[src/rtl/alu_seq_pkg.sv]
// alu_seq_pkg: shared opcodes, strobe indices, state encoding and counter width
package alu_seq_pkg;
    localparam int CNT_W   = 4;
    localparam int NUM_OPS = 13;

    localparam logic [3:0] OP_AND   = 4'd0;
    localparam logic [3:0] OP_OR    = 4'd1;
    localparam logic [3:0] OP_ADD   = 4'd2;
    localparam logic [3:0] OP_SUB   = 4'd3;
    localparam logic [3:0] OP_MUL   = 4'd4;
    localparam logic [3:0] OP_DIV   = 4'd5;
    localparam logic [3:0] OP_SHR   = 4'd6;
    localparam logic [3:0] OP_SHL   = 4'd7;
    localparam logic [3:0] OP_ROR   = 4'd8;
    localparam logic [3:0] OP_ROL   = 4'd9;
    localparam logic [3:0] OP_NEG   = 4'd10;
    localparam logic [3:0] OP_NOT   = 4'd11;
    localparam logic [3:0] OP_INCPC = 4'd12;

    localparam int CTRL_AND   = 0;
    localparam int CTRL_OR    = 1;
    localparam int CTRL_ADD   = 2;
    localparam int CTRL_SUB   = 3;
    localparam int CTRL_MUL   = 4;
    localparam int CTRL_DIV   = 5;
    localparam int CTRL_SHR   = 6;
    localparam int CTRL_SHL   = 7;
    localparam int CTRL_ROR   = 8;
    localparam int CTRL_ROL   = 9;
    localparam int CTRL_NEG   = 10;
    localparam int CTRL_NOT   = 11;
    localparam int CTRL_INCPC = 12;

    typedef enum logic {IDLE, EXEC} state_t;
endpackage

[src/rtl/alu_op_decode.sv]
// alu_op_decode: opcode to one-hot ALU strobe, mul/div class and illegal flag
module alu_op_decode
    import alu_seq_pkg::*;
(
    input  logic [3:0]         opcode,
    output logic [NUM_OPS-1:0] onehot,
    output logic               is_muldiv,
    output logic               illegal
);
    // codes above IncPC have no strobe, so they decode to all-zero
    always_comb begin
        illegal   = opcode > OP_INCPC;
        onehot    = illegal ? '0 : NUM_OPS'(1) << opcode;
        is_muldiv = onehot[CTRL_MUL] | onehot[CTRL_DIV];
    end
endmodule

[src/rtl/alu_op_sequencer.sv]
// alu_op_sequencer: issues one ALU op per handshake, waits its latency, captures result
module alu_op_sequencer
    import alu_seq_pkg::*;
#(
    parameter int ALU_LAT    = 1,
    parameter int MULDIV_LAT = 2
) (
    input  logic               clk,
    input  logic               rst_n,
    input  logic               start,
    output logic               ready,
    input  logic [3:0]         opcode,
    input  logic [31:0]        a_in,
    input  logic [31:0]        b_in,
    output logic [NUM_OPS-1:0] alu_ctrl,
    output logic [31:0]        alu_a,
    output logic [31:0]        alu_b,
    input  logic [63:0]        alu_c,
    output logic [31:0]        z_hi,
    output logic [31:0]        z_lo,
    output logic               done,
    output logic               err
);
    state_t             state, state_d;
    logic [CNT_W-1:0]   cnt;
    logic [NUM_OPS-1:0] onehot;
    logic               is_muldiv, illegal;

    alu_op_decode u_dec (
        .opcode    (opcode),
        .onehot    (onehot),
        .is_muldiv (is_muldiv),
        .illegal   (illegal)
    );

    assign ready = state == IDLE;

    // state register
    always_ff @(posedge clk or negedge rst_n) begin
        if (!rst_n) state <= IDLE;
        else        state <= state_d;
    end

    // accept on start in IDLE, return to IDLE once the latency count has drained
    always_comb begin
        state_d = state;
        if (state == IDLE && start)    state_d = EXEC;
        else if (state == EXEC && cnt == '0) state_d = IDLE;
    end

    // operand/strobe issue, latency countdown and result capture; an all-zero strobe marks an illegal op
    always_ff @(posedge clk or negedge rst_n) begin
        if (!rst_n) begin
            cnt      <= '0;
            alu_ctrl <= '0;
            alu_a    <= '0;
            alu_b    <= '0;
            z_hi     <= '0;
            z_lo     <= '0;
            done     <= 1'b0;
            err      <= 1'b0;
        end else begin
            done <= 1'b0;
            err  <= 1'b0;
            if (state == IDLE) begin
                if (start) begin
                    alu_a    <= a_in;
                    alu_b    <= b_in;
                    alu_ctrl <= onehot;
                    cnt      <= illegal ? '0 : is_muldiv ? CNT_W'(MULDIV_LAT) : CNT_W'(ALU_LAT);
                end
            end else if (cnt != '0) begin
                cnt <= cnt - 1'b1;
            end else begin
                if (alu_ctrl != '0) begin
                    z_hi <= alu_c[63:32];
                    z_lo <= alu_c[31:0];
                end
                alu_ctrl <= '0;
                done     <= 1'b1;
                err      <= alu_ctrl == '0;
            end
        end
    end
endmodule

[config.mk]
export PLATFORM = sky130hd
export DESIGN_NAME = alu_op_sequencer
export DESIGN_NICKNAME = d
export VERILOG_FILES = /design/src/rtl/alu_seq_pkg.sv /design/src/rtl/alu_op_decode.sv /design/src/rtl/alu_op_sequencer.sv
export SDC_FILE = /design/constraint.sdc
export NUM_CORES = 1
export LEC_CHECK = 0
export CAP_MARGIN = 20
export CORE_MARGIN = 1
export CORE_UTILIZATION = 35
export CTS_CLUSTER_SIZE = 12
export DETAILED_ROUTE_END_ITERATION = 7
export PLACE_DENSITY = 0.65
export SYNTH_ARGS = -nofsm -noshare
export SYNTH_HDL_FRONTEND = slang
export SYNTH_SLANG_ARGS = --single-unit
[constraint.sdc]
create_clock -name clk -period 3.1 [get_ports clk]
set_input_delay 0.31 -clock clk [delete_from_list [all_inputs] [get_ports clk]]
set_output_delay 0.31 -clock clk [all_outputs]
set_load 0.01 [all_outputs]
==> results of run 1 <==
-- kinds of logic after synthesis --
family / after synthesis
AOI/OAI and AO/OA: 83
adders and majority gates: 2
buffers and inverters: 80
xor gates and xnor gates: 1
muxes: 2
and+or+nand+nor: 488
DFF: 148
-- sequential cells by signal (all words and copies together), names as in the netlist --
| register | flops |
|---|---|
| alu_a | 32 |
| err | 1 |
| state | 1 |
| alu_b | 32 |
| z_lo | 32 |
| alu_ctrl | 13 |
| z_hi | 32 |
| cnt | 4 |
| done | 1 |
-- power breakdown --
group	internal, mW	switching [mW]	leakage (nW)
sequential	2.76	0.575	1.64
combinational	2.94	3.20	2.95
clock	1.23	0.952	0.303
-- cell usage after synthesis, types with 3 or more instances --
library cell,instances
nand2b_1,5
nor2_1,9
buf_2,39
clkbuf_1,15
nand3_1,5
buf_6,7
o41ai_2,3
dfrtp_1,148
o211ai_2,20
nand2_1,325
inv_1,4
nor3b_1,65
o211ai_1,44
nor2b_1,5
buf_1,7
o22ai_1,3
nand4_1,65
a32o_1,7
buf_4,7
-- worst max path at each step --
stage / end / slack [ns] / cells past startpoint
after CTS: ready / 0.88 / 2
after global placement: alu_a[6] / 1.15 / 5
after detailed placement: z_lo[6] / 1.10 / 4
after floorplan: z_hi[10] / 1.63 / 7
final: ready / 0.89 / 2
after global routing: ready / 0.77 / 2
-- stage by stage --
| step | utilization [%] | std cells | setup WS (ns) |
|---|---|---|---|
| 3_5_place_dp | 50.09 | 1291 | 1.102 |
| 5_1_grt | 53.14 | 1324 | 0.7699 |
| 2_1_floorplan | - | 804 | 1.626 |
| 6_report | 53.14 | 1324 | 0.8891 |
| 3_3_place_gp | 50.09 | 1291 | 1.154 |
| 4_1_cts | 53.14 | 1324 | 0.8781 |
-- critical path: stages (launching register included) --
cell and delay (ns):
dfrtp_1 0.69, inv_1 0.24, clkdlybuf4s50_1 0.54
-- routing by layer --
| layer | wire [um] | global-route usage, % |
|---|---|---|
| met5 | 0 | 0 |
| met4 | 399 | 7.263 |
| met3 | 2185 | 7.868 |
| met2 | 10090 | 33.33 |
| met1 | 9940 | 28.47 |
-- final cells by class --
cell class / count / share of cell area, %
flip-flops and latches: 148 / 34.36
multi-input cells: 576 / 29.35
repair buffers: 293 / 27.34
clock buffers: 17 / 3.944
well taps: 270 / 3.132
clock inverters: 15 / 1.705
inverters: 5 / 0.1740
-- what timing repair did --
item,in CTS,in global routing
hold buffers,1,0
endpoints found under the hold margin,45,0
setup buffers,0,0
-- cell usage in the layout, fill, tap and decap left out, types with 4 or more instances in the layout --
master	n
inv_6	5
nand4_1	65
nand2_1	325
o211ai_1	44
a32o_1	7
inv_8	4
nand2b_1	4
dfrtp_1	146
buf_4	10
inv_1	4
buf_12	4
nor3b_1	65
clkdlybuf4s50_1	277
o211ai_2	20
nand3_1	5
nor2b_1	4
nor2_1	9
clkbuf_16	17
==> flow_summary.yaml, run 1 <==
yosys:
  synth_edf_count: 0
  synth_top_area_share_pct: 51.07
  synth_compound_area_share_pct: 10.49
  ys_seq_elements: 148
  synthesis.area_sq_um: 7252
  postSynth.asyncResetShare_pct: 100.0
  netlist_top_cells_area: "dfrtp_1 51%, nand2_1 17%, nor3b_1 6.7%, nand4_1 5.6%, o211ai_1 4.6%"
  synthMuxAreaShare_pct: 0.2761
  yosysWarnings: 0
  seq_area_frac_synth_pct: 51.07
  syn_nets: 941
  syn_inst: 804
  synth_cell_types: 36
  syn_avg_cell_area_sq_um: 9.020
  yosys.area_share.simple_pct: 31.80
  synth_fa_ha_area_share_pct: 0.3451
  yosys.area_share.xor_xnor_pct: 0.1208
  synthFlopType: "dfrtp_1"
  yosysTopAreaCell: "dfrtp_1"
  synth_top_family_by_area: "simple AND/OR/NAND/NOR gates"
clock_network:
  ctsHtreeMaxLevel: 4
  path_clk_slew_ns: 0.07
  cts_resized: 0
  clock-sinks: 148
  cts_root_buf: "clkbuf_16"
  cts_tree: "yes"
  cts_made_buffers: 17
  clk_latency_ns: 0.43
  cts_buffer_depth: 2
grt:
  grt_pass1_wl_um: 37070
  grt_start_max_net_pins: 75
  grtUsageTotal_pct: 21.78
  grt_antenna_before_repair: 0
  grt_pass1_vias: 6974
  grt_overflow: 0
floorplan:
  dieArea_sq_um: 21300
  dieWidth_um: 145.9
  ios: 279
  initial_core_util_pct: 35.72
  rows: 52
  die_height_um: 145.9
  core_sq_um: 20300
placement:
  hpwl_um: 13930
  port_buffers: 278
  placed_area_sq_um: 10170
  routabilityCongestion: 0.7737
sta:
  setup_viol: 0
  rsz0062_at_grt: "false"
  worst_pin_slew_ns: 0.8538
  tns_ns: 0
  finalClockSkew_ns: 0.01475
  slew_headroom_pct: 43.08
  drv_slew: 0
  hold_viol_final: 0
  fmax_ghz: 0.4523
  whs_ns: 0.3923
  period_needed_ns: 2.211
  post-route-period-util_pct: 71.32
setup_path:
  crit_type: "flip-flop to output port"
  end_kind: "output port"
  rr_worst_depth: 4
  r2r_end: "z_lo[26]"
  cp-start-kind: "flip-flop"
  required_ns: 2.79
  r2r_start: "alu_ctrl[1]"
  crit_path_start: "state"
  cp.arrival_ns: 1.90
  worstPathMaxFanout: 10
  ff2ff_setup_slack_ns: 1.13
layout:
  drive_above_1_share_pct: 7.685
  nFillCells: 1886
  area_growth_pct: 48.74
  seq_area_sq_um: 3706
  final_cell_area_sq_um: 10790
  insertedDiodeCount: 0
  multi_input_area_sq_um: 3166
  nets: 1178
power_and_ir_drop:
  leakage_nw: 4.894
  p_total_mw: 11.66
  p_per_area_nw_per_um2: 1081
  ir_drop_mv: 0.5462
detailed_routing:
  avgRoutedWirePerCell_um: 17.08
  first_pass_iters: 4
  drtIter0Drc: 364
  totalWireLength_um: 22620
  vias_per_cell: 5.150
  ant_nets: 0
  vias: 6819
  drc: 0
status:
  run_status: "completed"
worst_hold_path:
  hold_path_class: "input port to async pin"
flow_run:
  drv_cap: 0
No activity file was read; power rests on OpenSTA's default activity.
==> run 2, diff against run 1 <==
==> constraint.sdc (replaced) <==
create_clock -name clk -period 2.3 [get_ports clk]
set_input_delay 0.23 -clock clk [delete_from_list [all_inputs] [get_ports clk]]
set_output_delay 0.23 -clock clk [all_outputs]
set_load 0.01 [all_outputs]
==> run 2 against run 1 <==
  * Sequential share of layout area shrank 0.26 points
  * Sequential power grew 36%
  * Cell count grew 0.23%
  * Die area is the same
  * Clock skew shrank 0.00087 ns
  * Combinational power grew 36%
  * Clock power grew 33%
  * Core utilization grew 0.41 points
  * Non-clock buffer count grew 3
  * Critical path type unchanged
  * Highest routed layer unchanged
==> flow_summary.yaml, run 2 (same netlist as run 1, synthesis figures left out) <==
detailed_routing:
  drc: 0
  avgRoutedWirePerCell_um: 17.08
  totalWireLength_um: 22660
  vias_per_cell: 5.122
  drtIter0Drc: 382
  first_pass_iters: 4
  ant_nets: 0
  vias: 6797
sta:
  post-route-period-util_pct: 92.18
  fmax_ghz: 0.4717
  setup_viol: 0
  worst_pin_slew_ns: 0.7574
  drv_slew: 0
  slew_headroom_pct: 49.50
  period_needed_ns: 2.120
  hold_viol_final: 0
  tns_ns: 0
  finalClockSkew_ns: 0.01388
  rsz0062_at_grt: "false"
  final.setup.worst_slack_ns: 0.1799
flow_run:
  drv_cap: 0
grt:
  grtUsageTotal_pct: 21.78
  grt_start_max_net_pins: 75
  grt_antenna_before_repair: 0
  grt_pass1_wl_um: 37230
  grt_pass1_vias: 6707
  grt_overflow: 0
setup_path:
  cp.arrival_ns: 1.89
  crit_slowest_cell: "dfrtp_1"
  worstPathMaxFanout: 10
  cp-start-kind: "flip-flop"
  end_kind: "output port"
  path_cells: "inv_1, clkdlybuf4s50_1"
  slowest_delay_ns: 0.69
  required_ns: 2.07
  crit_type: "flip-flop to output port"
power_and_ir_drop:
  p_per_area_nw_per_um2: 1453
  p_total_mw: 15.80
  ir_drop_mv: 1.038
  leakage_nw: 4.929
clock_network:
  ctsHtreeMaxLevel: 4
  cts_root_buf: "clkbuf_16"
  cts_made_buffers: 17
  cts_resized: 0
  clk_latency_ns: 0.42
  cts_tree: "yes"
  post-cts-setup-buffers: 0
  clock-sinks: 148
  hold_buffers: 1
  path_clk_slew_ns: 0.07
  cts_buffer_depth: 2
layout:
  area_growth_pct: 49.88
  nFillCells: 1853
  nets: 1181
  final_common_cell: "nand2_1"
  insertedDiodeCount: 0
  final_cell_mix: "325 x nand2_1, 277 x clkdlybuf4s50_1, 146 x dfrtp_1"
  drive_above_1_share_pct: 7.947
floorplan:
  ios: 279
  core_sq_um: 20300
  rows: 52
  dieWidth_um: 145.9
  dieArea_sq_um: 21300
  die_height_um: 145.9
  initial_core_util_pct: 35.72
placement:
  routabilityCongestion: 0.7295
  post-place-ws_ns: 0.4830
  port_buffers: 278
  hpwl_um: 14170
worst_hold_path:
  hold_path_class: "input port to flip-flop"
status:
  run_status: "completed"
[run 2: path summary, 6_finish.rpt]
path,from,slack [ns],to,cells after the start
setup / recovery,state,0.18,ready,2
hold / removal,a_in[9],0.32,alu_a[9],3
setup reg to reg,alu_ctrl[1],0.51,z_hi[23],4
hold reg to reg,alu_a[3],0.47,alu_a[3],2
max in group asynchronous,rst_n,1.23,z_hi[24],3
min in group asynchronous,rst_n,0.33,z_lo[23],2
[run 2: layer usage]
layer  global-route usage, %  share of wire (%)
met5                       0                  0
met4                   4.947               0.96
met3                   7.900                9.6
met2                   32.78                 46
met1                   29.81                 44
[run 2: power breakdown]
| group | switching, mW | internal [mW] | total (mW) |
|---|---|---|---|
| registers | 0.806 | 3.72 | 4.53 |
| logic | 4.31 | 4.05 | 8.36 |
| clock network | 1.25 | 1.65 | 2.90 |
| total | 6.37 | 9.43 | 15.8 |
[run 2: critical path, delay by kind of cell (launching register included)]
kind | cells | cell delay, ns
buffers and inverters | 2 | 0.78
DFF | 1 | 0.69
[run 2: layout make-up]
cell class	instances	area, sq um	area share [%]
Tap cell	270	337.8	3.108
Sequential cell	148	3706	34.10
Inverter	5	18.77	0.1727
Clock inverter	15	181.4	1.669
Clock buffer	17	425.4	3.914
Timing Repair Buffer	296	3034	27.92
Multi-Input combinational cell	576	3166	29.12
[run 2: metrics by stage]
step,cells,utilization (%),instance area [sq um],hold slack [ns]
2_1_floorplan,804,-,7252,-0.06559
3_3_place_gp,1294,50.51,10250,0.2333
3_5_place_dp,1294,50.51,10250,0.2334
4_1_cts,1327,53.54,10870,0.3055
5_1_grt,1327,53.54,10870,0.3144
6_report,1327,53.54,10870,0.3221
